[src/rtl/vga_timing_pkg.sv]
// Shared VGA timing constants and helpers used by the timing generator and
// by the downstream cell-automaton and pixel stages.
package vga_timing_pkg;

  localparam int CNT_W = 10;

  localparam int DEF_H_DISPLAY = 640;
  localparam int DEF_H_FRONT   = 16;
  localparam int DEF_H_SYNC    = 96;
  localparam int DEF_H_BACK    = 48;

  localparam int DEF_V_DISPLAY = 480;
  localparam int DEF_V_BOTTOM  = 10;
  localparam int DEF_V_SYNC    = 2;
  localparam int DEF_V_TOP     = 33;

  function automatic int axis_total(input int disp, input int front,
                                    input int sync, input int back);
    return disp + front + sync + back;
  endfunction

  localparam int DEF_H_TOTAL = axis_total(DEF_H_DISPLAY, DEF_H_FRONT, DEF_H_SYNC, DEF_H_BACK);
  localparam int DEF_V_TOTAL = axis_total(DEF_V_DISPLAY, DEF_V_BOTTOM, DEF_V_SYNC, DEF_V_TOP);

  // One timing axis as seen by the top: registered position and window flags,
  // plus the position that the next enabled edge will load.
  typedef struct packed {
    logic [CNT_W-1:0] count;
    logic [CNT_W-1:0] next;
    logic             wrap;
    logic             sync_win;
    logic             active_win;
  } axis_state_t;

endpackage

[src/rtl/vga_axis_counter.sv]
// Wrapping position counter for one VGA axis with registered sync and active
// window flags decoded from the value being loaded (no counter/decode skew).
import vga_timing_pkg::*;

module vga_axis_counter #(
  parameter int TOTAL      = DEF_H_TOTAL,
  parameter int ACTIVE     = DEF_H_DISPLAY,
  parameter int SYNC_START = DEF_H_DISPLAY + DEF_H_FRONT,
  parameter int SYNC_LEN   = DEF_H_SYNC
) (
  input  logic        clk,
  input  logic        reset,
  input  logic        en,
  output axis_state_t axis
);

  localparam logic [CNT_W-1:0] LAST    = CNT_W'(TOTAL - 1);
  localparam logic [CNT_W-1:0] ACT_END = CNT_W'(ACTIVE);
  localparam logic [CNT_W-1:0] SYNC_LO = CNT_W'(SYNC_START);
  localparam logic [CNT_W-1:0] SYNC_HI = CNT_W'(SYNC_START + SYNC_LEN);

  logic [CNT_W-1:0] count_q;
  logic [CNT_W-1:0] count_d;
  logic             sync_q;
  logic             active_q;

  always_comb begin
    count_d = count_q;
    if (en) begin
      count_d = (count_q == LAST) ? '0 : count_q + 1'b1;
    end
  end

  // Reset parks the counter on its last position so the first enabled edge
  // wraps to 0 and starts a fresh line/frame.
  always_ff @(posedge clk or posedge reset) begin
    if (reset) begin
      count_q  <= LAST;
      sync_q   <= 1'b0;
      active_q <= 1'b0;
    end else if (en) begin
      count_q  <= count_d;
      sync_q   <= (count_d >= SYNC_LO) && (count_d < SYNC_HI);
      active_q <= (count_d < ACT_END);
    end
  end

  always_comb begin
    axis.count      = count_q;
    axis.next       = count_d;
    axis.wrap       = (count_q == LAST);
    axis.sync_win   = sync_q;
    axis.active_win = active_q;
  end

endmodule

[src/rtl/vga_timing_gen.sv]
// VGA raster timing generator: pixel/line counters, sync pulses, display
// window, line/frame/cell strobes and a wrapping frame counter.
import vga_timing_pkg::*;

module vga_timing_gen #(
  parameter int H_DISPLAY = DEF_H_DISPLAY,
  parameter int H_FRONT   = DEF_H_FRONT,
  parameter int H_SYNC    = DEF_H_SYNC,
  parameter int H_BACK    = DEF_H_BACK,
  parameter int V_DISPLAY = DEF_V_DISPLAY,
  parameter int V_BOTTOM  = DEF_V_BOTTOM,
  parameter int V_SYNC    = DEF_V_SYNC,
  parameter int V_TOP     = DEF_V_TOP,
  parameter bit HSYNC_POL = 1'b0,
  parameter bit VSYNC_POL = 1'b0,
  parameter int LOG_CELL  = 2
) (
  input  logic             clk,
  input  logic             reset,
  input  logic             ce,
  output logic [CNT_W-1:0] hpos,
  output logic [CNT_W-1:0] vpos,
  output logic             hsync,
  output logic             vsync,
  output logic             display_on,
  output logic             line_start,
  output logic             frame_start,
  output logic             cell_tick,
  output logic [15:0]      frame_count
);

  localparam int H_TOTAL = axis_total(H_DISPLAY, H_FRONT, H_SYNC, H_BACK);
  localparam int V_TOTAL = axis_total(V_DISPLAY, V_BOTTOM, V_SYNC, V_TOP);

  localparam logic [CNT_W-1:0] H_ACT_END = CNT_W'(H_DISPLAY);
  localparam logic [CNT_W-1:0] V_ACT_END = CNT_W'(V_DISPLAY);
  localparam logic [CNT_W-1:0] CELL_MASK = CNT_W'((1 << LOG_CELL) - 1);

  axis_state_t h_axis;
  axis_state_t v_axis;
  logic        v_en;
  logic        line_wrap;
  logic        frame_wrap;
  logic        cell_hit;

  vga_axis_counter #(
    .TOTAL      (H_TOTAL),
    .ACTIVE     (H_DISPLAY),
    .SYNC_START (H_DISPLAY + H_FRONT),
    .SYNC_LEN   (H_SYNC)
  ) u_h_axis (
    .clk   (clk),
    .reset (reset),
    .en    (ce),
    .axis  (h_axis)
  );

  vga_axis_counter #(
    .TOTAL      (V_TOTAL),
    .ACTIVE     (V_DISPLAY),
    .SYNC_START (V_DISPLAY + V_BOTTOM),
    .SYNC_LEN   (V_SYNC)
  ) u_v_axis (
    .clk   (clk),
    .reset (reset),
    .en    (v_en),
    .axis  (v_axis)
  );

  assign v_en       = ce & h_axis.wrap;
  assign line_wrap  = ce & h_axis.wrap;
  assign frame_wrap = line_wrap & v_axis.wrap;

  // Qualify on the position being loaded so the strobe lines up with it.
  assign cell_hit = ce && (h_axis.next < H_ACT_END) && (v_axis.next < V_ACT_END)
                    && ((h_axis.next & CELL_MASK) == CELL_MASK);

  always_ff @(posedge clk or posedge reset) begin
    if (reset) begin
      line_start  <= 1'b0;
      frame_start <= 1'b0;
      cell_tick   <= 1'b0;
      frame_count <= '0;
    end else begin
      line_start  <= line_wrap;
      frame_start <= frame_wrap;
      cell_tick   <= cell_hit;
      if (frame_wrap) begin
        frame_count <= frame_count + 16'd1;
      end
    end
  end

  assign hpos       = h_axis.count;
  assign vpos       = v_axis.count;
  assign hsync      = h_axis.sync_win ? HSYNC_POL : ~HSYNC_POL;
  assign vsync      = v_axis.sync_win ? VSYNC_POL : ~VSYNC_POL;
  assign display_on = h_axis.active_win & v_axis.active_win;

endmodule

[config.mk]
export PLATFORM = sky130hd
export DESIGN_NAME = vga_timing_gen
export DESIGN_NICKNAME = d
export VERILOG_FILES = /design/src/rtl/vga_timing_pkg.sv /design/src/rtl/vga_axis_counter.sv /design/src/rtl/vga_timing_gen.sv
export SDC_FILE = /design/constraint.sdc
export NUM_CORES = 1
export LEC_CHECK = 0
export ABC_AREA = 1
export CAP_MARGIN = 5
export CELL_PAD_IN_SITES_DETAIL_PLACEMENT = 2
export CELL_PAD_IN_SITES_GLOBAL_PLACEMENT = 2
export CORE_MARGIN = 3
export CORE_UTILIZATION = 33
export DETAILED_ROUTE_END_ITERATION = 16
export PLACE_DENSITY = 0.95
export SYNTH_ARGS = -nofsm -noshare
export SYNTH_HDL_FRONTEND = slang
export SYNTH_SLANG_ARGS = --single-unit
[constraint.sdc]
create_clock -name clk -period 3.1 [get_ports clk]
set_input_delay 0.465 -clock clk [delete_from_list [all_inputs] [get_ports clk]]
set_output_delay 0.465 -clock clk [all_outputs]
set_load 0.005 [all_outputs]
# [Yosys cells after proc, flatten, opt, wreduce, memory -nomap -nowiden]
# Index checks and enable logic that the tools add are counted.
[totals] elab_cells=36 output_inout_bits=42 ff_bits=43 in_bits=3
[classes] n_lt_le_gt_ge=6 bitwise=3 eq_ne=3 n_addsub=3 n_reduce_logical=5 n_mux=6
[op_table] op="2-to-1 mux 10 bit" n=4
[op_table] op="adder 10 x 1 -> 10 bit, second input constant" n=2
[op_table] op="equality test 10 bit, second input constant" n=2
[op_table] op="< comparator 10 bit, second input constant" n=2
[op_table] op="< comparator 10 x 9 -> 1 bit, second input constant" n=2
[op_table] op="adder 16 x 1 -> 16 bit, second input constant" n=1
[op_table] op=">= comparator 10 bit, second input constant" n=1
[op_table] op=">= comparator 10 x 9 -> 1 bit, second input constant" n=1
[op_table] op="logical AND 1 bit" n=5
[op_table] op="bitwise AND 1 bit" n=3
[op_table] op="equality test 2 bit, second input constant" n=1
[op_table] op="2-to-1 mux 1 bit" n=2

# [Longest topological paths before layout]
[depth] depth_word=7 mapped_depth=13 mapped_depth_nobuf=13

# [Cells and area by module]
# From an unflattened synthesis, not the netlist that was laid out.
[unflattened] hier_cells=371 area_unflattened_um2=2702.6
[modules_own_cells] mod="vga_timing_gen" seq_area_each_um2=475.5 cells_each=124 instances=1 area_per_inst_um2=1027.2
[modules_own_cells] mod="vga_axis_counter (u_v_axis)" seq_area_each_um2=304.0 cells_each=140 instances=1 area_per_inst_um2=875.8
[modules_own_cells] mod="vga_axis_counter (u_h_axis)" seq_area_each_um2=309.0 cells_each=107 instances=1 area_per_inst_um2=799.5

# [Worst setup path after synthesis]
# No wires, ideal clock.
[synth_timing] path_kind="register to register" start="reg u_h_axis.count_q[0]" end="reg frame_count[7]" required_ps=2977 t_arrival_ps=1706 path_slack_ps=1271 synth_period_minus_slack_ps=1829 path_stages_with_launch=10 path_cell_list="dfstp_2 -> ha_1 -> nand2_2 -> nor2_8 -> nand3_4 -> nor2_8 -> nand2_4 -> nor3_2 -> nand3_1 -> xor2_1"
[synth_between] elab_chain_len=3
[synth_lines] item="from (decl)" line="vga_axis_counter.sv:22" rtl="logic [CNT_W-1:0] count_q;"
[synth_lines] item="from (signal assigned)" line="vga_axis_counter.sv:42" rtl="count_q <= count_d;"
[synth_lines] item="equality test 10 bit" line="vga_axis_counter.sv:51" rtl="axis.wrap = (count_q == LAST);"
[synth_lines] item="bitwise AND 1 bit" line="vga_timing_gen.sv:71" rtl="assign line_wrap = ce & h_axis.wrap;"
[synth_lines] item="bitwise AND 1 bit" line="vga_timing_gen.sv:72" rtl="assign frame_wrap = line_wrap & v_axis.wrap;"
[synth_lines] item="to (signal assigned)" line="vga_timing_gen.sv:89" rtl="frame_count <= frame_count + 16'd1;"
[synth_lines] item="to (decl)" line="vga_timing_gen.sv:29" rtl="output logic [15:0] frame_count"
# Every way passes these cells.
# A chain may end at the register's enable or synchronous reset.

# [Worst setup path in the final report]
[layout_timing] start="in ce" end="reg frame_count[12]"
[layout_between] elab_chain_len=2
[layout_lines] item="from (decl)" line="vga_timing_gen.sv:20" rtl="input logic ce,"
[layout_lines] item="bitwise AND 1 bit" line="vga_timing_gen.sv:71"
[layout_lines] item="named net line_wrap" line="vga_timing_gen.sv:42" rtl="logic line_wrap;"
[layout_lines] item="bitwise AND 1 bit" line="vga_timing_gen.sv:72"
# The timed path passes the listed nets, and every way through them passes these cells.

==> flow_summary.ini <==
[pwr]
vdd_drop_max_mv = 0.223
netSwitchingPower_mw = 0.430
finalPower_mw = 1.37
sequentialPowerShare_pct = 50.5
leakage_nw = 1.52
power.clock.fraction_pct = 28.7
power_per_cell_area_nw_per_um2 = 441
combPwrFrac_pct = 20.8
netSwitchingFraction_pct = 31.4
p_int_mw = 0.939

[detailed_routing]
drt_iter0_markers = 61
drt_wl_total_mm = 8.04
via_per_inst = 4.85
vias = 2217
wl_per_cell_um = 17.6
drt_first_pass_iters = 4
drc = 0
ant_nets = 0

[global_route]
antenna_found_initial = 0
grt_max_degree = 44
grt_overflow_total = 0
grtUsageTotal_pct = 20.1
grt_pass1_vias = 2578
grt_first_pass_wirelength_mm = 13.6

[worst_setup_path]
start_kind = primary input
r2r_start = u_h_axis.count_q[0]
critPathMaxFanout = 14
required_ns = 3.35
reg2reg_slack_ns = 0.85
ff2ff_path_depth = 10
worst-endpoint-arrival_ns = 2.58
path_class = primary input to flip-flop
end_kind = flip-flop
r2r-end = u_v_axis.active_q

[clock_network]
cts_tree = built
htree_levels = 2
insertion_delay_ns = 0.32
cts.sinks = 43
cts.clk_slew.worst_paths_ns = 0.08
cts_resized = 0
clk_path_buf_depth = 2
post_cts_buffers = 0
cts_hold_buf = 0
cts_buffers = 5
root_buffer = clkbuf_8

[floorplan]
rows = 31
die_y_um = 94.7
fp.dieW_um = 94.7
io_pins = 45
dieArea_sq_um = 8980
fp.coreArea_sq_um = 7450
initial_core_util_pct = 34.9

[synth]
ys_seq_area_share_pct = 41.9
synthCells = 327
yosys_warnings = 0
synth_compound_area_share_pct = 3.80
synth_top_family_by_area = simple AND/OR/NAND/NOR gates
yosysTopAreaCell = dfrtp_1
yosys-mux-area-fraction_pct = 0
synthTopCellsByCount = nand2_1, inv_1, dfrtp_1
synth.area.top_cells = dfrtp_1, nand2_1, dfstp_2, inv_1, buf_4
synth-xor-area-share_pct = 5.39
synth-simple-area-share_pct = 32.9
synth_top_area_share_pct = 31.8
yosys.cell_types.count = 35
syn_nets = 334
netlist_area_sq_um = 2600
synth_edf_count = 0
synth_area_per_cell_sq_um = 7.95
synth-main-ff-cell = dfrtp_1
synth-adder-area-share_pct = 1.93
ys_seq_elements = 43
async_flop_share_pct = 100
synth_most_common_cell = nand2_1

[layout]
regArea_sq_um = 1090
drive_gt1_share_pct = 11.7
stdcell_area_sq_um = 3100
multiInputGateArea_sq_um = 1140
fin_nets = 364
area_growth_pct = 19.4
final_cells = 457
nFillCells = 877
diodes = 0

[placement]
io_buffer_count = 44
globalplace.congestion = 0.815
place_inst = 449
place_hpwl_mm = 5.82
placedInstanceArea_sq_um = 3010

[worst_hold_path]
min_path_cells = 1
min_from = frame_count[5]
min_path_type = flip-flop to flip-flop
min_to = frame_count[5]

[timing]
setup_viol = 0
timing.fmax_mhz = 429
min_period_over_period_pct = 75.2
worst_hold_slack_ns = 0.507
rsz0062_at_grt = no
final-hold-violation-count = 0
final.setup_skew_ns = 0.0160
worstMarginPinSlew_ns = 0.578
maxSlewHeadroom_pct = 61.5
fin_setup_tns_ns = 0
slew_violations = 0
min_period_ns = 2.33

[run]
cap_violations = 0

[status]
run_status = finished, final reports clean
-- flip-flops by register name, summed over array words and instances (netlist names) --
signal	count
frame_count	16
u_h_axis.count_q	10
u_v_axis.count_q	10
cell_tick	1
frame_start	1
line_start	1
u_h_axis.active_q	1
u_h_axis.sync_q	1
u_v_axis.active_q	1
u_v_axis.sync_q	1
-- cells in the final DEF, fill, tap and decap left out, types with 2 or more instances in the layout --
cell and instances:
nand2_1 78, inv_1 49, clkdlybuf4s50_1 44, dfrtp_1 33, nor2_1 30, nand3_1 25, xor2_1 11, dfstp_2 10
nand4_1 9, o21ai_1 6, clkbuf_8 6, inv_2 5, xnor2_1 5, o21ai_0 5, nor3_1 4, ha_1 4
nor2_4 3, nand3_2 3, a21oi_1 3, nor3_2 3, nand2_2 2, nor2_8 2, nand2_4 2, o21bai_1 2
nand3b_1 2
-- power groups by stage --
stage | registers (mW) | clock network, mW | logic [mW]
finish | 0.691 | 0.393 | 0.285
floorplan | 0.686 | 0 | 0.211
CTS | 0.693 | 0.415 | 0.291
global route | 0.702 | 0.441 | 0.320
global placement | 0.700 | 0 | 0.273
detailed placement | 0.703 | 0 | 0.287
-- area by class of cell --
cell class                 instances  share of cell area [%]
clock inverter                     1                   0.161
multi-input combinational        207                    36.9
clock buffer                       7                    2.78
inverter                          55                    6.65
sequential                        43                    35.1
timing repair buffer              45                    14.4
tap                               99                    3.99
-- critical path, stage by stage --
cell             delay (ns)
clkdlybuf4s50_1        0.78
inv_1                  0.35
nor2_4                 0.26
nand2_4                0.11
nor3_4                 0.20
nand3_2                0.14
nor2_1                 0.13
nand2_1                0.07
nand2_1                0.07
-- per-layer routing --
layer,vias to the layer above,routed length [um],GRT usage [%]
li1,1056,-,-
met1,1116,3550,25.2
met2,36,4160,34.8
met3,9,180,3.59
met4,0,147,6.85
met5,-,0,0
-- stage by stage --
stage	utilization [%]	worst slack [ns]
floorplan	-	1.27
global placement	40.4	0.537
global route	41.7	0.599
CTS	41.7	0.763
finish	41.7	0.769
detailed placement	40.4	0.471
-- worst max path at each step --
stage	cells after the start	slack (ns)	endpoint	startpoint
after floorplan	9	1.27	frame_count[7]	u_h_axis.count_q[0]
after global placement	8	0.54	frame_count[12]	ce
after detailed placement	8	0.47	frame_count[12]	ce
after CTS	9	0.76	frame_count[12]	ce
after global routing	9	0.60	frame_count[12]	ce
final	9	0.77	frame_count[12]	ce
-- cells by family after synthesis --
kind of cell               Yosys count
xor gates and xnor gates            16
buffers and inverters               77
DFF                                 43
AOI/OAI and AO/OA                   18
and+or+nand+nor                    169
adders and majority gates            4
(Power assumes the default switching activity.)
